$ cat config.mk
export PLATFORM = sky130hd
export DESIGN_NAME = fifo_rr_arbiter
export DESIGN_NICKNAME = d
export VERILOG_FILES = /design/src/rtl/fifo_arb_pkg.sv /design/src/rtl/rr_priority_select.sv /design/src/rtl/fifo_rr_arbiter.sv
export SDC_FILE = /design/constraint.sdc
export NUM_CORES = 1
export LEC_CHECK = 0
export ABC_AREA = 1
export CAP_MARGIN = 20
export CORE_ASPECT_RATIO = 0.5
export CORE_MARGIN = 4
export CORE_UTILIZATION = 25
export CTS_CLUSTER_DIAMETER = 100
export DETAILED_ROUTE_END_ITERATION = 7
export PLACE_DENSITY = 0.83
export SYNTH_ARGS = -nofsm -noshare
export SYNTH_HDL_FRONTEND = slang
export SYNTH_HIERARCHICAL = 1
export SYNTH_SLANG_ARGS = --single-unit
$ cat constraint.sdc
create_clock -name clk -period 2.5 [get_ports clk]
set_clock_uncertainty 0.1 [all_clocks]
set_input_delay 0.625 -clock clk [delete_from_list [all_inputs] [get_ports clk]]
set_output_delay 0.625 -clock clk [all_outputs]
set_load 0.005 [all_outputs]
$ cat src/rtl/fifo_arb_pkg.sv
// -----------------------------------------------------------------------------
// fifo_arb_pkg
//   Shared types and helpers for the packet-aware round-robin arbiter that
//   feeds a pipeline_fifo write port.
//   Contents:
//     arb_state_t : arbiter FSM encoding (IDLE = free to pick, LOCKED = packet
//                   in flight, grant held by the owner)
//     rr_next()   : modulo-n increment used to rotate the priority pointer.
//                   It is correct for non-power-of-2 requester counts.
// -----------------------------------------------------------------------------
package fifo_arb_pkg;

    typedef enum logic {
        ARB_IDLE   = 1'b0,
        ARB_LOCKED = 1'b1
    } arb_state_t;

    // Modulo increment. A plain width-truncating add would wrap correctly only
    // when n is a power of two.
    function automatic int rr_next(input int idx, input int n);
        return (idx + 1 >= n) ? 0 : idx + 1;
    endfunction

endpackage

$ cat src/rtl/rr_priority_select.sv
// -----------------------------------------------------------------------------
// rr_priority_select
//   Combinational rotating find-first-set. The scan starts at index ptr and
//   continues at ptr+1, ... (mod NUM_REQ). It returns the first requester that
//   has req_val set.
//   Ports:
//     req_val  in   NUM_REQ  per-requester valid
//     ptr      in   ID_W     highest-priority index
//     winner   out  ID_W     first valid index at or after ptr (0 if none)
//     any_val  out  1        at least one req_val bit set
// -----------------------------------------------------------------------------
module rr_priority_select #(
    parameter  int NUM_REQ = 4,
    localparam int ID_W    = $clog2(NUM_REQ)
) (
    input  logic [NUM_REQ-1:0] req_val,
    input  logic [ID_W-1:0]    ptr,
    output logic [ID_W-1:0]    winner,
    output logic               any_val
);

    logic [ID_W-1:0] idx;

    // The scan walks from the lowest priority (farthest from ptr) to the
    // highest. The last hit therefore wins, and the loop needs no early exit.
    always_comb begin
        // NOTE: every output of a combinational block is given a default before
        // any conditional assignment. This prevents latch inference.
        winner  = '0;
        any_val = 1'b0;
        idx     = '0;
        for (int off = NUM_REQ - 1; off >= 0; off--) begin
            if (int'(ptr) + off >= NUM_REQ) begin
                idx = ID_W'(int'(ptr) + off - NUM_REQ);
            end else begin
                idx = ID_W'(int'(ptr) + off);
            end
            if (req_val[idx]) begin
                winner  = idx;
                any_val = 1'b1;
            end
        end
    end

endmodule

$ cat src/rtl/fifo_rr_arbiter.sv
// -----------------------------------------------------------------------------
// fifo_rr_arbiter
//   Packet-aware round-robin arbiter. It shares one pipeline_fifo write port
//   among NUM_REQ requesters.
//   - When the first beat of a packet is accepted, the grant stays with that
//     requester until its last beat is accepted.
//   - Priority then rotates to the index after the owner.
//   - The data path is a zero-latency pass-through with no data register.
//   Ports:
//     clk       in   1                   clock
//     arst_n    in   1                   async active-low reset
//     req_data  in   NUM_REQ*ELEM_WIDTH  requester i beat at [i*ELEM_WIDTH +: ELEM_WIDTH]
//     req_val   in   NUM_REQ             per-requester beat valid
//     req_last  in   NUM_REQ             per-requester last beat of packet
//     req_rdy   out  NUM_REQ             per-requester ready (one-hot or zero)
//     out_data  out  ELEM_WIDTH          selected beat to the FIFO
//     out_val   out  1                   selected beat valid
//     out_rdy   in   1                   FIFO ready (= !full)
//     out_src   out  ID_W                index of the granted requester
//     busy      out  1                   packet in flight (state LOCKED)
// -----------------------------------------------------------------------------
module fifo_rr_arbiter
    import fifo_arb_pkg::*;
#(
    parameter  int ELEM_WIDTH = 32,
    parameter  int NUM_REQ    = 4,
    localparam int ID_W       = $clog2(NUM_REQ)
) (
    input  logic                          clk,
    input  logic                          arst_n,
    input  logic [NUM_REQ*ELEM_WIDTH-1:0] req_data,
    input  logic [NUM_REQ-1:0]            req_val,
    input  logic [NUM_REQ-1:0]            req_last,
    output logic [NUM_REQ-1:0]            req_rdy,
    output logic [ELEM_WIDTH-1:0]         out_data,
    output logic                          out_val,
    input  logic                          out_rdy,
    output logic [ID_W-1:0]               out_src,
    output logic                          busy
);

    arb_state_t      state_q, state_d;
    logic [ID_W-1:0] owner_q, owner_d;
    logic [ID_W-1:0] ptr_q,   ptr_d;

    logic [ID_W-1:0]       sel_winner;
    logic                  sel_any;
    logic [ID_W-1:0]       winner;
    logic                  accept;
    logic [ELEM_WIDTH-1:0] beats [NUM_REQ];

    // Unpack the flat data bus so the output mux is a plain array index.
    for (genvar i = 0; i < NUM_REQ; i++) begin : g_unpack
        assign beats[i] = req_data[i*ELEM_WIDTH +: ELEM_WIDTH];
    end

    rr_priority_select #(
        .NUM_REQ (NUM_REQ)
    ) u_select (
        .req_val (req_val),
        .ptr     (ptr_q),
        .winner  (sel_winner),
        .any_val (sel_any)
    );

    // While a packet is in flight, the owner keeps the grant. Other requesters
    // are ignored, even when the owner has a bubble.
    assign winner = (state_q == ARB_LOCKED) ? owner_q : sel_winner;
    assign accept = out_val && out_rdy;

    // State register
    always_ff @(posedge clk or negedge arst_n) begin
        if (!arst_n) begin
            state_q <= ARB_IDLE;
            owner_q <= '0;
            ptr_q   <= '0;
        end else begin
            // NOTE: sequential state uses non-blocking assignments. All
            // registers then update together from the pre-edge values.
            state_q <= state_d;
            owner_q <= owner_d;
            ptr_q   <= ptr_d;
        end
    end

    // Next-state logic. Nothing moves unless a beat is accepted, so a
    // back-pressured or bubbling packet never loses its grant.
    always_comb begin
        state_d = state_q;
        owner_d = owner_q;
        ptr_d   = ptr_q;
        if (accept) begin
            unique case (state_q)
                ARB_IDLE: begin
                    if (req_last[winner]) begin
                        // This is a single-beat packet. Rotate past the winner
                        // at once.
                        ptr_d = ID_W'(rr_next(int'(winner), NUM_REQ));
                    end else begin
                        state_d = ARB_LOCKED;
                        owner_d = winner;
                    end
                end
                ARB_LOCKED: begin
                    if (req_last[owner_q]) begin
                        state_d = ARB_IDLE;
                        ptr_d   = ID_W'(rr_next(int'(owner_q), NUM_REQ));
                    end
                end
                default: begin
                    state_d = ARB_IDLE;
                end
            endcase
        end
    end

    // Output logic
    always_comb begin
        out_val  = (state_q == ARB_LOCKED) ? req_val[owner_q] : sel_any;
        out_data = beats[winner];
        out_src  = winner;
        req_rdy  = '0;
        req_rdy[winner] = out_rdy && out_val;
    end

    assign busy = (state_q == ARB_LOCKED);

    // Protocol invariants
    a_rdy_onehot0 : assert property (@(posedge clk) disable iff (!arst_n)
        $onehot0(req_rdy));

    a_src_stable : assert property (@(posedge clk) disable iff (!arst_n)
        (busy && $past(busy)) |-> $stable(out_src));

    a_val_known : assert property (@(posedge clk) disable iff (!arst_n)
        !$isunknown(out_val));

endmodule
### After elaboration in Yosys (flattened, before gate mapping)

Cells that the tools add are included.

| storage, ports and cells | value |
|---|---|
| logic and storage cells | 77 |
| output and inout bits | 40 |
| flip-flop bits (word level) | 5 |

| operators by class | value |
|---|---|
| magnitude comparators | 14 |
| bitwise logic cells | 4 |
| reductions and logical operators | 4 |
| muxes and demuxes | 41 |
| equal/unequal tests | 2 |
| add/subtract/negate cells | 9 |

Operators by type and width:

| cell | number |
|---|---|
| 32-bit binary-select mux with 2-bit select | 1 |
| 32-bit two-way mux | 2 |
| 2-bit two-way mux | 13 |
| 3-bit greater-or-equal comparator, second input constant | 6 |
| 2-bit by 3-bit < comparator with 1-bit output, second input constant | 6 |
| 1-bit two-way mux | 15 |
| 1-bit binary-select mux with 2-bit select | 7 |
| 2-bit by 1-bit adder with 3-bit output, second input constant | 3 |
| 2-bit by 1-bit subtractor with 2-bit output, second input constant | 4 |
| 2-bit by 2-bit adder with 3-bit output, second input constant | 2 |
| 3-bit AND reduction | 2 |
| 4-bit AND | 1 |
| 2-bit one-hot mux with 2 select lines | 1 |
| 2-bit by 3-bit greater-or-equal comparator with 1-bit output, second input constant | 1 |
| 2-bit inverter with 3-bit output | 1 |
| 1-bit demux with 2-bit select | 1 |
| 2-bit by 1-bit greater-or-equal comparator with 1-bit output, second input constant | 1 |
| 1-bit logical AND | 2 |
| 2-bit by 1-bit != test with 1-bit output, second input constant | 1 |
| 2-bit != test, second input constant | 1 |
| 1-bit inverter | 2 |
| 1-bit one-hot mux with 2 select lines | 1 |

### Longest topological paths before layout

| depth | value |
|---|---|
| depth in word-level cells | 15 |
| depth in mapped cells | 20 |
| gate-level depth less buffers | 18 |

### Modules after synthesis

The synthesis kept the hierarchy.

Modules (own cells, without submodules):

| module | seq. area each (sq um) | area each (sq um) | times used | cells each |
|---|---|---|---|---|
| fifo_rr_arbiter | 125.1 | 1330.0 | 1 | 248 |
| rr_priority_select | 0.0 | 215.2 | 1 | 44 |

### Worst setup path before layout

Ideal clock, no wire load.

| timing | value |
|---|---|
| path kind | input -> output |
| start point | input req_val[1] |
| end point | output req_rdy[1] |
| setup slack | -190 ps |
| buffers on the path | 2 |
| arrival time | 1965 ps |
| cell stages on the path | 15 |
| path through | inv_1 nand2_1 and2_4 nand2_2 nand2_2 inv_2 nand3_1 nand2_1 nand2_2 nand2_2 buf_6 buf_2 ha_1 inv_1 nor2_1 |

| on the way | value |
|---|---|
| word-level cells in the longest chain between the ends | 12 |
| elaborated cells on any way between the ends | 27 |

RTL lines:

| what | RTL line | RTL |
|---|---|---|
| from (decl) | fifo_rr_arbiter.sv:32 | `input logic [NUM_REQ-1:0] req_val,` |
| 1-bit binary-select mux with 2-bit select | rr_priority_select.sv:38 | `if (req_val[idx]) begin` |
| 1-bit two-way mux (implied by the code) | rr_priority_select.sv:38 |  |
| 2-bit two-way mux (3 in series) | rr_priority_select.sv:38 |  |
| 2-bit two-way mux (*) | rr_priority_select.sv:38 |  |
| named net sel_winner[0] | fifo_rr_arbiter.sv:46 | `logic [ID_W-1:0] sel_winner;` |
| 2-bit two-way mux (*) | fifo_rr_arbiter.sv:68 | `assign winner = (state_q == ARB_LOCKED) ? owner_q : sel_winner;` |
| named net out_src[0] | fifo_rr_arbiter.sv:38 | `output logic [ID_W-1:0] out_src,` |
| 2-bit by 3-bit < comparator with 1-bit output (implied by the code) / 2-bit by 1-bit greater-or-equal comparator with 1-bit output (equally long branches) | fifo_rr_arbiter.sv:123 | `req_rdy[winner] = out_rdy && out_val;` |
| 1-bit logical AND | fifo_rr_arbiter.sv:123 |  |
| 1-bit two-way mux (implied by the code) | fifo_rr_arbiter.sv:123 |  |
| 1-bit demux with 2-bit select (*) | fifo_rr_arbiter.sv:123 |  |
| 4-bit AND (no source line) (*) | - |  |
| to (decl) | fifo_rr_arbiter.sv:34 | `output logic [NUM_REQ-1:0] req_rdy,` |

The timed path passes the listed nets; every way through them passes the cells marked *. The select of a mux whose other input is x is not followed.

### Worst setup path after layout

| timing | value |
|---|---|
| start point | register ptr_q[0] |
| end point | output out_data[18] |

| on the way | value |
|---|---|
| word-level cells in the longest chain between the ends | 14 |
| elaborated cells on any way between the ends | 32 |

RTL lines:

| what | RTL line | RTL |
|---|---|---|
| from (decl) | fifo_rr_arbiter.sv:44 | `logic [ID_W-1:0] ptr_q, ptr_d;` |
| from (signal assigned) | fifo_rr_arbiter.sv:82 | `ptr_q <= ptr_d;` |
| 2-bit by 2-bit adder with 3-bit output | rr_priority_select.sv:34, rr_priority_select.sv:36 |  |
| 3-bit greater-or-equal comparator / 2-bit by 1-bit subtractor with 2-bit output (equally long branches) | rr_priority_select.sv:33, rr_priority_select.sv:34 |  |
| 2-bit two-way mux | rr_priority_select.sv:33 | `if (int'(ptr) + off >= NUM_REQ) begin` |
| 1-bit binary-select mux with 2-bit select | rr_priority_select.sv:38 |  |
| 1-bit two-way mux (implied by the code) | rr_priority_select.sv:38 |  |
| 2-bit two-way mux (3 in series) | rr_priority_select.sv:38 |  |
| 2-bit two-way mux (*) | rr_priority_select.sv:38 |  |
| named net sel_winner[1] | fifo_rr_arbiter.sv:46 |  |
| 2-bit two-way mux (*) | fifo_rr_arbiter.sv:68 |  |
| 2-bit inverter with 3-bit output (implied by the code) (*) | fifo_rr_arbiter.sv:120 | `out_data = beats[winner];` |
| 32-bit binary-select mux with 2-bit select (*) | fifo_rr_arbiter.sv:120 |  |
| 32-bit two-way mux (implied by the code) (*) (2 in series) | fifo_rr_arbiter.sv:120 |  |
| to (decl) | fifo_rr_arbiter.sv:35 | `output logic [ELEM_WIDTH-1:0] out_data,` |

Marked as above.

==> metrics.md <==
| Metric | Value |
|---|---|
| WL final | 11,600 um |
| CTS Sinks | 5 |
| Period utilization | 1.30 |
| Final setup fails | 44 |
| Filler instances | 380 |
| Worst IR Drop VDD | 690 uV |
| Initial core utilization | 0.270 |
| Syn_nets | 435 |
| Crit-path max FO | 6 |
| Fmax | 0.308 GHz |
| Tot GR Track Use | 0.232 |
| Synth Flop Type | dfrtp_1 |
| Post-synth ARST share | 1.00 |
| # hold bufs at CTS | 0 |
| Drt via density | 5.36 |
| Die Wd | 119 um |
| I/O pin total | 179 |
| CP startpoint kind | flip-flop |
| Yosys synthesis warning count | 6 |
| Num rows | 19 |
| Initial drt markers | 257 |
| Setup slack, reg-to-reg | -0.32 ns |
| Overflow after GRT | 0 |
| P_leak | 1.88 nW |
| CTS Buf Count | 3 |
| Cell area power density | 1550 nW/um2 |
| Post-layout worst setup margin | -0.751 ns |
| Outcome | finished, violations left |
| Setup WS pre-CTS | -1.35 ns |
| First-pass GRT wire length | 14,300 um |
| Layout area overhead | 186% |
| Commonest cells after routing, fill and taps aside | clkdlybuf4s50_1 (135), nor2_1 (45), buf_2 (38) |
| Die footprint | 7580 um2 |
| Number of global-route vias before repair | 2,834 |
| Post-Syn Instances | 292 |
| Worst-Skew Late Latency | 0.23 ns |
| Worst slew pin tran | 0.365 ns |
| Period minus WS final | 3.25 ns |
| DR WL/cell | 19.4 um |
| Post-DRT Antenna Nets | 0 |
| CTS root buf | clkbuf_16 |
| Post-synth EDFFs | 0 |
| Maxcap violations | 0 |
| DR vias | 3,206 |
| Failing checks | setup timing |
| Reg clk slew, reported paths | 0.03 ns |
| Slew margin rel. | 0.756 |
| Worst EP arrival | 2.53 ns |
| Setup TNS | -24.22 ns |
| Post-synth cell types | 25 |
| Detailed placer's ending HPWL | 6460 um |
| Max clock buf depth | 2 |
| Seq/Total Area, Yosys | 0.0810 |
| Final net count | 658 |
| Worst EP required | 1.77 ns |
| Hold WC Path Type | in2async |
| Unrepaired setup endpoints after global routing | yes |
| Initial antenna violation count | 0 |
| DRC Markers | 0 |
| Die H | 63.6 um |
| Slew Viols, Final | 0 |
| N_diodes | 0 |
| Post-Syn Area | 1550 um2 |
| Setup CP Type | reg2out |
| Gpl congestion | 0.888 |
| Pre-antenna DRT Iters | 5 |
| H-tree depth | 1 |
| Synth Register Bits | 5 |
| Placed Area | 3640 um2 |
| Largest net degree at the start of global routing | 18 |
| Mean Syn Cell Area | 5.29 um2 |
| I/O Buffers | 178 |
| Commonest non-fill, non-tap cell in the layout | clkdlybuf4s50_1 |
| Share of cells above drive strength 1 | 0.403 |
| Final Cell Area | 4420 um2 |
| Fin. Hold Viols | 0 |
| Core area | 5730 um2 |
| Critical Path End Type | primary output |
| CTS tree | yes |
[worst max-delay path, cell delays in order, from the launching register on]
cell,delay (ns)
dfrtp_2,0.46
buf_6,0.17
o21ai_4,0.22
nand2_1,0.09
nand2_1,0.09
nand3_1,0.10
nand3_2,0.10
nand2_2,0.09
nand2_4,0.16
bufbuf_16,0.28
o21ai_0,0.09
o22ai_1,0.26
buf_2,0.17
[routing by layer]
| layer | wire length (um) | vias up | track usage |
|---|---|---|---|
| li1 | - | 1441 | - |
| met1 | 4160 | 1496 | 0.268 |
| met2 | 5970 | 208 | 0.428 |
| met3 | 778 | 61 | 0.0393 |
| met4 | 680 | 0 | 0.0938 |
| met5 | 0 | - | 0 |
[final timing paths]
check | startpoint | endpoint | cells past startpoint
min in group clk | owner_q[0] | owner_q[0] | 3
hold reg to reg | owner_q[0] | owner_q[0] | 3
max in group asynchronous | arst_n | ptr_q[0] | 1
setup / recovery | ptr_q[0] | out_data[18] | 12
setup reg to reg | ptr_q[0] | owner_q[0] | 22
hold / removal | arst_n | ptr_q[1] | 1
[Yosys cell counts (4+ instances only)]
master	count	share of area
clkbuf_1	6	0.015
o21ai_0	68	0.22
nor2_1	72	0.17
nand2_1	34	0.083
o22ai_1	32	0.13
nand2_2	9	0.036
dfrtp_1	5	0.081
inv_2	7	0.017
buf_2	8	0.026
inv_1	13	0.032
ha_1	4	0.032
buf_6	7	0.051
nand3_1	15	0.049
[what timing repair did]
action / CTS / global route
cloned: 6 / 2
gates resized for setup: 275 / 72
setup endpoints to repair: 44 / 44
pin swaps: 26 / 27
endpoints found under the hold margin: 0 / 0
setup buffers: 17 / 11
[logic make-up after synthesis]
family                     synth area share
and+or+nand+nor                       0.372
DFF                                  0.0810
adders and majority gates            0.0324
AOI/OAI and AO/OA                     0.366
buffers and inverters                 0.149
[power by group]
| group | internal [W] | switching, W |
|---|---|---|
| clock network | 0.000212 | 0.0000577 |
| logic | 0.00327 | 0.00315 |
| registers | 0.000119 | 0.0000534 |
| total | 0.00360 | 0.00326 |
[metrics by stage]
stage	utilization	total power [W]	cells	hold slack (ns)
after CTS	0.713	0.00578	588	0.505
final	0.772	0.00686	598	0.516
after floorplan	-	0.00237	292	0.229
after detailed placement	0.635	0.00461	561	0.520
after global routing	0.772	0.00723	598	0.544
after global placement	0.635	0.00459	561	0.506
[state kept, by name (all words and copies together) (netlist names)]
register / cells
ptr_q: 2
busy: 1
owner_q: 2
[area by class of cell]
type                       instances  area (um2)  share of cell area
timing repair buffer             239        2420               0.546
inverter                          21         104              0.0235
tap                               84         105              0.0238
timing repair inverter             1        5.00             0.00113
clock buffer                       4        78.8              0.0178
sequential                         5         126              0.0286
multi-input combinational        244        1590               0.359
Power figures use the tool's default switching activity.
